$ cat config.mk
export PLATFORM = sky130hd
export DESIGN_NAME = sipo_deser
export DESIGN_NICKNAME = d
export VERILOG_FILES = /design/src/rtl/sipo_deser.sv
export SDC_FILE = /design/constraint.sdc
export NUM_CORES = 1
export LEC_CHECK = 0
export BUFFER_PORTS_ARGS = -buffer_cell sky130_fd_sc_hd__clkbuf_2
export CAP_MARGIN = 20
export CORE_UTILIZATION = 50
export DETAILED_ROUTE_END_ITERATION = 6
export PLACE_DENSITY = 0.72
export SLEW_MARGIN = 20
export SYNTH_ARGS = -nofsm -noshare
export SYNTH_HDL_FRONTEND = slang
export SYNTH_SLANG_ARGS = --single-unit
$ cat constraint.sdc
create_clock -name clk -period 2 [get_ports clk]
set_clock_uncertainty 0.2 [all_clocks]
set_input_delay 0.3 -clock clk [delete_from_list [all_inputs] [get_ports clk]]
set_output_delay 0.3 -clock clk [all_outputs]
set_load 0.005 [all_outputs]
$ cat src/rtl/sipo_deser.sv
// Serial-in/parallel-out deserializer with frame resync, a valid/ready
// holding register and sticky overrun detection.
module sipo_deser #(
  parameter int WIDTH     = 8,
  parameter bit MSB_FIRST = 1'b1,
  localparam int CNT_W    = $clog2(WIDTH)
) (
  input  logic             clk,
  input  logic             reset,
  input  logic             data_in,
  input  logic             enable,
  input  logic             sof,
  input  logic             out_ready,
  input  logic             overrun_clr,
  output logic [WIDTH-1:0] data_out,
  output logic             out_valid,
  output logic             overrun,
  output logic [CNT_W-1:0] bit_cnt
);

  typedef enum logic {EMPTY, FULL} hold_state_e;

  hold_state_e      state, state_next;
  logic [WIDTH-1:0] shreg, shreg_next;
  logic             word_done;
  logic             load;
  logic             set_ovr;

  always_comb begin
    if (MSB_FIRST) shreg_next = {shreg[WIDTH-2:0], data_in};
    else           shreg_next = {data_in, shreg[WIDTH-1:1]};
  end

  // An sof bit restarts the count, so it never completes a word.
  assign word_done = enable && !sof && (bit_cnt == CNT_W'(WIDTH - 1));

  // NOTE: sequential state uses non-blocking assignments so every register
  // samples pre-edge values regardless of block ordering.
  always_ff @(posedge clk or negedge reset) begin
    if (!reset) begin
      shreg   <= '0;
      bit_cnt <= '0;
    end else if (enable) begin
      shreg <= shreg_next;
      if (sof)            bit_cnt <= CNT_W'(1);
      else if (word_done) bit_cnt <= '0;
      else                bit_cnt <= bit_cnt + CNT_W'(1);
    end
  end

  always_ff @(posedge clk or negedge reset) begin
    if (!reset) state <= EMPTY;
    else        state <= state_next;
  end

  // NOTE: every output of this block gets a default first, so no path
  // through the case leaves a signal unassigned and infers a latch.
  always_comb begin
    state_next = state;
    load       = 1'b0;
    set_ovr    = 1'b0;
    unique case (state)
      EMPTY: begin
        if (word_done) begin
          load       = 1'b1;
          state_next = FULL;
        end
      end
      FULL: begin
        if (out_ready) begin
          if (word_done) load = 1'b1;
          else           state_next = EMPTY;
        end else if (word_done) begin
          set_ovr = 1'b1;
        end
      end
      default: state_next = EMPTY;
    endcase
  end

  always_ff @(posedge clk or negedge reset) begin
    if (!reset)    data_out <= '0;
    else if (load) data_out <= shreg_next;
  end

  // A new drop takes priority over a clear on the same edge.
  always_ff @(posedge clk or negedge reset) begin
    if (!reset)           overrun <= 1'b0;
    else if (set_ovr)     overrun <= 1'b1;
    else if (overrun_clr) overrun <= 1'b0;
  end

  assign out_valid = (state == FULL);

endmodule
* Word-level counts from Yosys, hierarchy flattened
Cells that the tools add are included. Widths: inputs -> output; s select.
Operators by class: equal/unequal tests 1, bitwise operators 1, mux-type cells 11, reductions and logical operators 4, $add $sub $neg 1
Operator list (number):
- $mux 1 | 7
- $mux 3 | 2
- $pmux 1 s2 | 2
- $add 3x1->3 const B | 1
- $eq 3x3->1 const B | 1
- $logic_and 1x1->1 | 2
- $reduce_bool 2->1 | 1
- $logic_not 1->1 | 1
- $not 1->1 | 1
Storage, ports and cells: output and inout port bits 13, register bits 20, input bits 7, logic and storage cells 23

* Depth between registers and ports, before layout
Gate-level depths: netlist (run 1).
depth after elaboration 7, gate-level depth with buffers 6, gate-level depth less buffers 5

* Least setup slack after synthesis (run 1)
No wires, ideal clock.
path type reg2reg, start point register bit_cnt[0], end point register data_out[0], library setup time 0.125 ns, buffers on the path 1, slack 0.280 ns, arrival 1.395 ns, clock period less this slack 1.720 ns, required time 1.675 ns, cell stages (with the launch flop) 7, path through dfrtp_1 -> ha_1 -> ha_1 -> nand3b_1 -> nor2b_2 -> buf_6 -> mux2_4
On the way: word-level cells in the longest chain between the ends 5
RTL lines:
- start, declared | RTL line 18 | output logic [CNT_W-1:0] bit_cnt
- start signal, assigned | RTL line 47 | else bit_cnt <= bit_cnt + CNT_W'(1);
- $eq 3x3->1 * | RTL line 35 | assign word_done = enable && !sof && (bit_cnt == CNT_W'(WIDTH - 1));
- $logic_and 1x1->1 * | RTL line 35
- $mux 1 * | RTL line 64, 71
- $mux 1 | RTL line 70 | if (out_ready) begin
- $pmux 1 s2 * | RTL line 62 | unique case (state)
- end signal, assigned | RTL line 83 | else if (load) data_out <= shreg_next;
- end, declared | RTL line 15 | output logic [WIDTH-1:0] data_out,
Every way passes the cells marked *; elsewhere a longest branch is shown, timed or not. A chain may end at the register's enable or synchronous reset.

* Final worst setup path (run 1)
Ends and elaborated chain as after synthesis.

==> results.md, run 1 <==
* Status: completed
* Inserted Clock Buffers at 3
* Vias per Instance at 5.26
* FF+latch count, synth at 20
* Die W at 42.9 um
* Max clock buf depth at 2
* Initial Util at 54.2%
* CP Capture Type: flop
* YS warnings at 0
* Avg Inst Size Synth at 15.5 um2
* Antenna fix cells at 0
* Area of the multi-input gates at 312 um2
* Setup violations, final at 0
* Antenna violations before repair at 0
* Number of I/O pins at 20
* First-pass GRT wire length at 2190 um
* CTS tree: done
* Number of max-cap violations at 0
* Post_cts resized at 0
* Hold Violations, Final at 0
* Fin nets at 89
* Fmax at 0.538 GHz
* Slew Limit Headroom at 66.7%
* GRT Util Overall at 17.1%
* Syn nets at 63
* Clk pin slew, worst setup/hold paths at 0.11 ns
* Hold crit path type: in2reg
* Total grt overflow at 0
* Total Wirelength at 1270 um
* Fin area at 1030 um2
* PwrDens at 1100 nW/um2
* Tcrit/Tclk final at 93.0%
* RSZ-0062 raised after global routing: false
* Syn Inst Count at 54
* Die Y at 42.9 um
* Routed wire length per instance at 13.3 um
* Setup CP Type: reg2reg
* Worst Path Required at 1.99 ns
* Startpoint Class: flop
* Number of global-route vias before repair at 467
* Synthesis-to-layout area growth at 23.8%
* Die area at 1840 um2
* Via count of the routed design at 500
* Number of fill cells in the layout at 124
* Core ar. at 1540 um2
* Number of I/O port buffers at 19
* H-tree depth at 1
* Pin count of the biggest net entering global routing at 21
* DR pass1 iterations at 3
* Fin Setup TNS at 0 ns
* Crit Path Max Fanout at 8
* Gp weighted congestion at 0.719
* Leak at 0.527 nW
* Flip-flop and latch area at 500 um2
* Crit path DAT at 1.85 ns
* Area after DPL at 962 um2
* Synth unique cells at 16
* Post-route antenna net violation count at 0
* Layout cells sized above 1 at 54.4%
* Num rows at 14
* 1st-iter DRT viols at 3
* Synth Cell Area at 836 um2
* Seq/Total Area, Yosys at 59.9%
* Worst skew pair latency at 0.29 ns
* Sink Count at 20
* # DRC at 0
* Fin crit period at 1.86 ns
* Detailed placer's ending HPWL at 912 um
* Worst slew pin tran at 0.499 ns
* Max VDD drop at 0.609 mV
* Clock root cell: clkbuf_4
* Count of final max-slew check failures at 0
## state kept, by name (all words and copies together), names as in the netlist
name,flops
bit_cnt,3
overrun,1
data_out,8
out_valid,1
shreg,7
## stage by stage
stage	hold slack, ns	util, %	cells	power (W)	setup WS [ns]
4_1_cts	0.0451	67.1	95	0.00115	0.110
2_1_floorplan	-0.196	-	54	0.000708	0.280
3_3_place_gp	0.0844	62.4	89	0.000811	0.218
5_1_grt	0.0320	67.1	95	0.00120	0.0334
6_report	0.0525	67.1	95	0.00113	0.140
3_5_place_dp	0.0794	62.4	89	0.000820	0.152
## worst max-delay path, stage by stage, from the launching register on
cell and delay, ns:
dfrtp_1 0.41, ha_1 0.17, ha_1 0.18, nand3b_1 0.15, nor2b_2 0.19, buf_12 0.15, mux2_4 0.30
## cells by family (layout without fill, tap and decap cells)
family / Yosys count / in the layout / share of synthesized area (%)
compound gates: 3 / 3 / 1.95
fa+ha+maj: 2 / 2 / 2.99
buf+inv: 4 / 29 / 2.84
flops: 20 / 20 / 59.9
mux: 16 / 16 / 25.2
simple gates: 9 / 9 / 7.18
## cell usage in the layout (no fill, tap or decap)
cell type      instances
dfrtp_1               20
clkbuf_2              19
mux2_2                 8
mux2_4                 8
nor2_1                 3
clkbuf_4               3
nand3b_1               2
inv_1                  2
ha_1                   2
dlygate4sd3_1          2
nand2b_4               1
nand2_1                1
nor3b_1                1
nor2b_2                1
o22ai_1                1
o21ai_0                1
a21oi_1                1
bufinv_16              1
buf_12                 1
buf_4                  1
## final timing paths
check                                    to        from  depth (start not counted)  slack [ns]
worst max-delay path            data_out[0]  bit_cnt[0]                          6        0.14
worst min-delay path            data_out[0]     data_in                          2        0.05
worst max register to register  data_out[0]  bit_cnt[0]                          6        0.14
worst min register to register  data_out[7]    shreg[6]                          1        0.32
max in group asynchronous       data_out[3]       reset                          2        0.98
min in group asynchronous          shreg[3]       reset                          2        0.29
## layer usage
| metal | track usage (%) | vias to the layer above | wire length (um) |
|---|---|---|---|
| met1 | 22.7 | 254 | 617 |
| met2 | 24.5 | 10 | 586 |
| li1 | - | 234 | - |
| met4 | 11.3 | 0 | 15 |
| met5 | 0 | - | 0 |
| met3 | 4.26 | 2 | 48 |
## timing repair
action                    CTS  global route
hold buffers                2             0
setup buffers               0             0
hold endpoints to repair   21             0
## cells in the mapped netlist
cell type / n / share of area [%]
o22ai_1: 1 / 0.75
inv_1: 2 / 0.90
buf_2: 1 / 0.60
nor2_1: 3 / 1.3
nor2b_2: 1 / 1.0
mux2_4: 8 / 14
nor3b_1: 1 / 0.90
a21oi_1: 1 / 0.60
buf_6: 1 / 1.3
o21ai_0: 1 / 0.60
mux2_2: 8 / 11
nand2b_4: 1 / 1.6
dfrtp_1: 20 / 60
nand2_1: 1 / 0.45
nand3b_1: 2 / 1.8
ha_1: 2 / 3.0
## where the power goes
group | leakage [nW] | internal [W] | switching, W
Sequential | 0.256 | 0.000503 | 0.0000662
Clock | 0.0279 | 0.000202 | 0.000121
Combinational | 0.243 | 0.000163 | 0.0000783
## cell type report
class	count	share of cell area [%]
Sequential cell	20	48.4
Multi-Input combinational cell	30	30.1
Tap cell	16	1.93
Clock buffer	3	2.18
Inverter	2	0.726
Clock inverter	1	2.90
Timing Repair Buffer	23	13.8
(Power assumes the default switching activity.)
==> run 2, diff against run 1 <==
- REMOVE_ABC_BUFFERS: default -> 1
==> run 2 against run 1 <==
Compared with the run above:
- non-clock buffer count stayed put
- total power hardly changed
- design area is 1.2% lower
- combinational power hardly changed
- sequential share of layout area is 0.59 points higher
- largest power group unchanged
==> results.md, run 2 (synthesis gave the netlist of run 1 again) <==
* Hold Path Origin: data_in
* CTS Hold Bufs at 2
* Startpoint Class: flop
* Routed wire length per instance at 13.9 um
* Antenna violations before repair at 0
* Setup violations, final at 0
* Number of flip-flops in the largest register at 8
* CTS tree: done
* Placed cells at 89
* Synthesis-to-layout area growth at 22.3%
* Hold depth at 2
* Antenna fix cells at 0
* Crit path DAT at 1.86 ns
* Worst r2r src: bit_cnt[0]
* Max clock buf depth at 2
* Pin count of the biggest net entering global routing at 21
* Flop2flop setup slack at 0.14 ns
* CP top delay family: flip-flops
* Total Wirelength at 1320 um
* Via count of the routed design at 469
* Fin Setup TNS at 0 ns
* Slowest-stage cell, CP: dfrtp_1
* Hold Violations, Final at 0
* Area of the multi-input gates at 312 um2
* CP Capture Type: flop
* Worst Path Required at 1.99 ns
* Total setup buffers inserted after CTS at 0
* Post_cts resized at 0
* Hold crit path type: in2reg
* Max VDD drop at 0.711 mV
* Most frequent cells in the layout: dfrtp_1 (20), clkbuf_2 (19), mux2_2 (8), mux2_4 (8)
* Post-route insts no fill at 95
* Crit path top cell by count: ha_1
* Clock root cell: clkbuf_4
* Clk pin slew, worst setup/hold paths at 0.11 ns
* Tcrit/Tclk final at 93.1%
* Worst slew pin tran at 0.480 ns
* Gp weighted congestion at 0.708
* Largest register by flop count: data_out
* Critical R2R Capture: data_out[0]
* Number of I/O port buffers at 19
* Hold EP: shreg[0]
* Total grt overflow at 0
* Worst R2R Path Depth at 6
* Crit-path cells: ha_1, ha_1, nand3b_1, nor2b_2, buf_4, mux2_4
* Number of global-route vias before repair at 485
* Num rows at 14
* Crit path buf inv count at 1
* PwrDens at 1110 nW/um2
* 1st-iter DRT viols at 0
* Number of I/O pins at 20
* Layout cells sized above 1 at 54.4%
* Most common cell after layout, fill and taps aside: dfrtp_1
* CP peak stage delay at 0.41 ns
* Fin nets at 89
* Worst skew pair latency at 0.30 ns
* Flip-flop and latch area at 500 um2
* # DRC at 0
* Biggest regs: data_out x8, shreg x7, bit_cnt x3
* Fmax at 0.537 GHz
* Crit Path Max Fanout at 8
* Die Y at 42.9 um
* RSZ-0062 raised after global routing: false
* Leak at 0.524 nW
* Core ar. at 1540 um2
* Number of max-cap violations at 0
* H-tree depth at 1
* Sink Count at 20
* Post-route antenna net violation count at 0
* Setup CP Type: reg2reg
* Die area at 1840 um2
* Fin crit period at 1.86 ns
* First-pass GRT wire length at 2190 um
* Status: completed
* Vias per Instance at 4.94
* Count of final max-slew check failures at 0
* Die W at 42.9 um
* Slew Limit Headroom at 68.0%
* GRT Util Overall at 17.4%
* DR pass1 iterations at 1
* Inserted Clock Buffers at 3
* Overall Power at 0.00114 W
* Number of fill cells in the layout at 123
* Initial Util at 54.2%
==> run 2: cell counts in the layout (fill, tap and decap cells not counted) <==
Identical to the previous run, type by type.
==> run 2: through the flow <==
| stage | instance area, um2 | worst slack [ns] | util (%) | hold WS (ns) |
|---|---|---|---|---|
| after CTS | 1020 | 0.137 | 66.3 | 0.0366 |
| after global placement | 950 | 0.228 | 61.6 | 0.0719 |
| after detailed placement | 950 | 0.165 | 61.6 | 0.0772 |
| after floorplan | 820 | 0.109 | - | -0.196 |
| after global routing | 1020 | 0.0532 | 66.3 | 0.0301 |
| final | 1020 | 0.139 | 66.3 | 0.0475 |
==> run 2: power breakdown <==
part           leakage [nW]  switching (W)  internal (W)  total (W)
registers             0.256      0.0000631      0.000503   0.000566
logic                 0.241      0.0000789      0.000163   0.000241
clock network        0.0279       0.000125      0.000202   0.000328
==> run 2: final cells by class <==
type	count	area share [%]
Tap cell	16	1.96
Timing Repair Buffer	23	12.7
Clock buffer	3	2.20
Inverter	2	0.734
Clock inverter	1	2.94
Sequential cell	20	49.0
Multi-Input combinational cell	30	30.5
==> run 2: metal layers <==
layer / track usage, % / vias to the layer above / wire length [um]
met3: 5.11 / 0 / 50
li1: - / 237 / -
met2: 24.5 / 14 / 593
met5: 0 / - / 0
met1: 25.0 / 218 / 672
met4: 7.50 / 0 / 0
==> run 2: worst max path at each step <==
stage                     startpoint          end  depth (start not counted)
after floorplan           bit_cnt[0]  data_out[0]                          5
after global placement    bit_cnt[0]  data_out[2]                          6
after detailed placement  bit_cnt[0]  data_out[0]                          6
after CTS                 bit_cnt[0]  data_out[0]                          6
after global routing      bit_cnt[0]  data_out[0]                          6
final                     bit_cnt[0]  data_out[0]                          6
==> run 3, diff against run 2 <==
- CORE_UTILIZATION: 50 -> 45
- PLACE_DENSITY: 0.72 -> 0.69
- clock period: 2 -> 1.6 ns (I/O delays scaled with it)
==> run 3 against run 2 <==
Compared with the run above:
- total power rose by 13%
- combinational power rose by 47%
- critical path type unchanged
- critical endpoint is now data_out[1]
- clock-buffer cell count did not move
- cell count rose by 20%
- largest power group unchanged
- core utilization fell by 1.5 points
- the flow now finishes with violations (setup timing)
- critical path depth did not move
- design area rose by 9.4%
==> results.md, run 3 (synthesis gave the netlist of run 1 again) <==
* Failing checks: setup timing
* Most frequent cells in the layout: dfrtp_1 (20), clkbuf_2 (19), buf_4 (10), mux2_2 (8), mux2_4 (8)
* Crit Path Max Fanout at 8
* Setup CP Type: reg2reg
* Largest register by flop count: data_out
* Clk pin slew, worst setup/hold paths at 0.10 ns
* Flip-flop and latch area at 500 um2
* Hold EP: overrun
* Hold crit path type: in2reg
* CP Capture Type: flop
* Via count of the routed design at 518
* Fmax at 0.586 GHz
* Vias per Instance at 4.54
* Worst Path Required at 1.58 ns
* Die area at 2030 um2
* Post-route worst setup slack at -0.105 ns
* Hold depth at 3
* Die Y at 45.1 um
* DR pass1 iterations at 3
* Most common cell after layout, fill and taps aside: dfrtp_1
* WL met3 at 61 um
* Die W at 45.1 um
* PwrDens at 1150 nW/um2
* Worst skew pair latency at 0.28 ns
* Hold Violations, Final at 0
* Hold Path Origin: out_ready
* Post-route antenna net violation count at 0
* Routed wl met2 at 701 um
* First-pass GRT wire length at 2190 um
* Area of the multi-input gates at 327 um2
* Tcrit/Tclk final at 107%
* 1st-iter DRT viols at 1
* Fin nets at 100
* Worst r2r src: bit_cnt[0]
* Total Wirelength at 1400 um
* Status: finished, violations left
* Sink Count at 20
* Max clock buf depth at 2
* Leak at 0.558 nW
* Number of global-route vias before repair at 512
* Inserted Clock Buffers at 3
* GRT Util Overall at 15.4%
* Synthesis-to-layout area growth at 33.8%
* Antenna fix cells at 0
* Layout cells sized above 1 at 59.6%
* CTS tree: done
* Crit path DAT at 1.68 ns
* Final core occ at 64.8%
* Num rows at 15
* H-tree depth at 1
* Hold slack at 0.0297 ns
* Biggest regs: data_out x8, shreg x7, bit_cnt x3
* Number of flip-flops in the largest register at 8
* Count of final max-slew check failures at 0
* Fin crit period at 1.71 ns
* Core ar. at 1730 um2
* Worst slew pin tran at 0.476 ns
* Worst R2R Path Depth at 6
* Met1 WL at 639 um
* Initial Util at 48.4%
* Number of fill cells in the layout at 154
* RSZ-0062 raised after global routing: true
* Number of I/O port buffers at 19
* Antenna violations before repair at 0
* Routed wire length per instance at 12.3 um
* Top Metal Used: met3
* Setup violations, final at 8
* Flop2flop setup slack at -0.11 ns
* Critical R2R Capture: data_out[1]
* Pin count of the biggest net entering global routing at 21
* Number of I/O pins at 20
* Slew Limit Headroom at 68.3%
* Max VDD drop at 0.818 mV
* Clock root cell: clkbuf_4
* Gp weighted congestion at 0.791
* Number of max-cap violations at 0
* Detailed placer's ending HPWL at 948 um
* # DRC at 0
* Total grt overflow at 0
* Startpoint Class: flop
## run 3: metal layers
layer,vias up,global-route usage [%]
met5,-,0
met4,0,1.82
met3,0,6.00
met2,18,27.0
met1,240,18.4
li1,260,-
## run 3: repair_timing
action                     CTS  global route
cloned                       0             0
hold buffers                 3             1
buffers inserted             3             1
setup endpoints to repair    8             9
resized for setup            0             3
hold endpoints to repair    23             1
pin swaps                    1             0
## run 3: power by group
group	switching [W]	internal, W
Clock	0.000130	0.0000874
Sequential	0.0000812	0.000629
Combinational	0.000112	0.000242
Total	0.000324	0.000958
## run 3: how the worst max path moves through the flow
stage | cells after the start | endpoint | slack [ns] | from
after floorplan | 5 | data_out[0] | -0.29 | bit_cnt[0]
after global placement | 6 | data_out[2] | -0.08 | bit_cnt[1]
after detailed placement | 6 | data_out[5] | -0.10 | bit_cnt[0]
after CTS | 6 | data_out[1] | -0.10 | bit_cnt[0]
after global routing | 6 | data_out[3] | -0.17 | bit_cnt[0]
final | 6 | data_out[1] | -0.11 | bit_cnt[0]
## run 3: stage by stage
step           cell area (um2)  cells  worst slack, ns  power [W]  setup TNS [ns]
6_report                  1120    114           -0.105    0.00128          -0.779
4_1_cts                   1090    112           -0.102    0.00129          -0.751
2_1_floorplan              820     52           -0.291   0.000880           -2.33
5_1_grt                   1120    114           -0.167    0.00137           -1.30
3_5_place_dp              1010    103           -0.103    0.00105          -0.807
3_3_place_gp              1010    103          -0.0755    0.00103          -0.553
## run 3: layout make-up
type / count / area share [%]
Clock buffer: 3 / 2.01
Sequential cell: 20 / 44.7
Multi-Input combinational cell: 30 / 29.2
Tap cell: 25 / 2.80
Inverter: 2 / 0.671
Timing Repair Buffer: 34 / 20.6
## run 3: critical path, cell delays in order, from the launching register on
cell,delay [ns]
dfrtp_1,0.37
ha_2,0.19
ha_4,0.12
nand3b_1,0.10
nor2b_2,0.17
buf_12,0.15
mux2_4,0.30
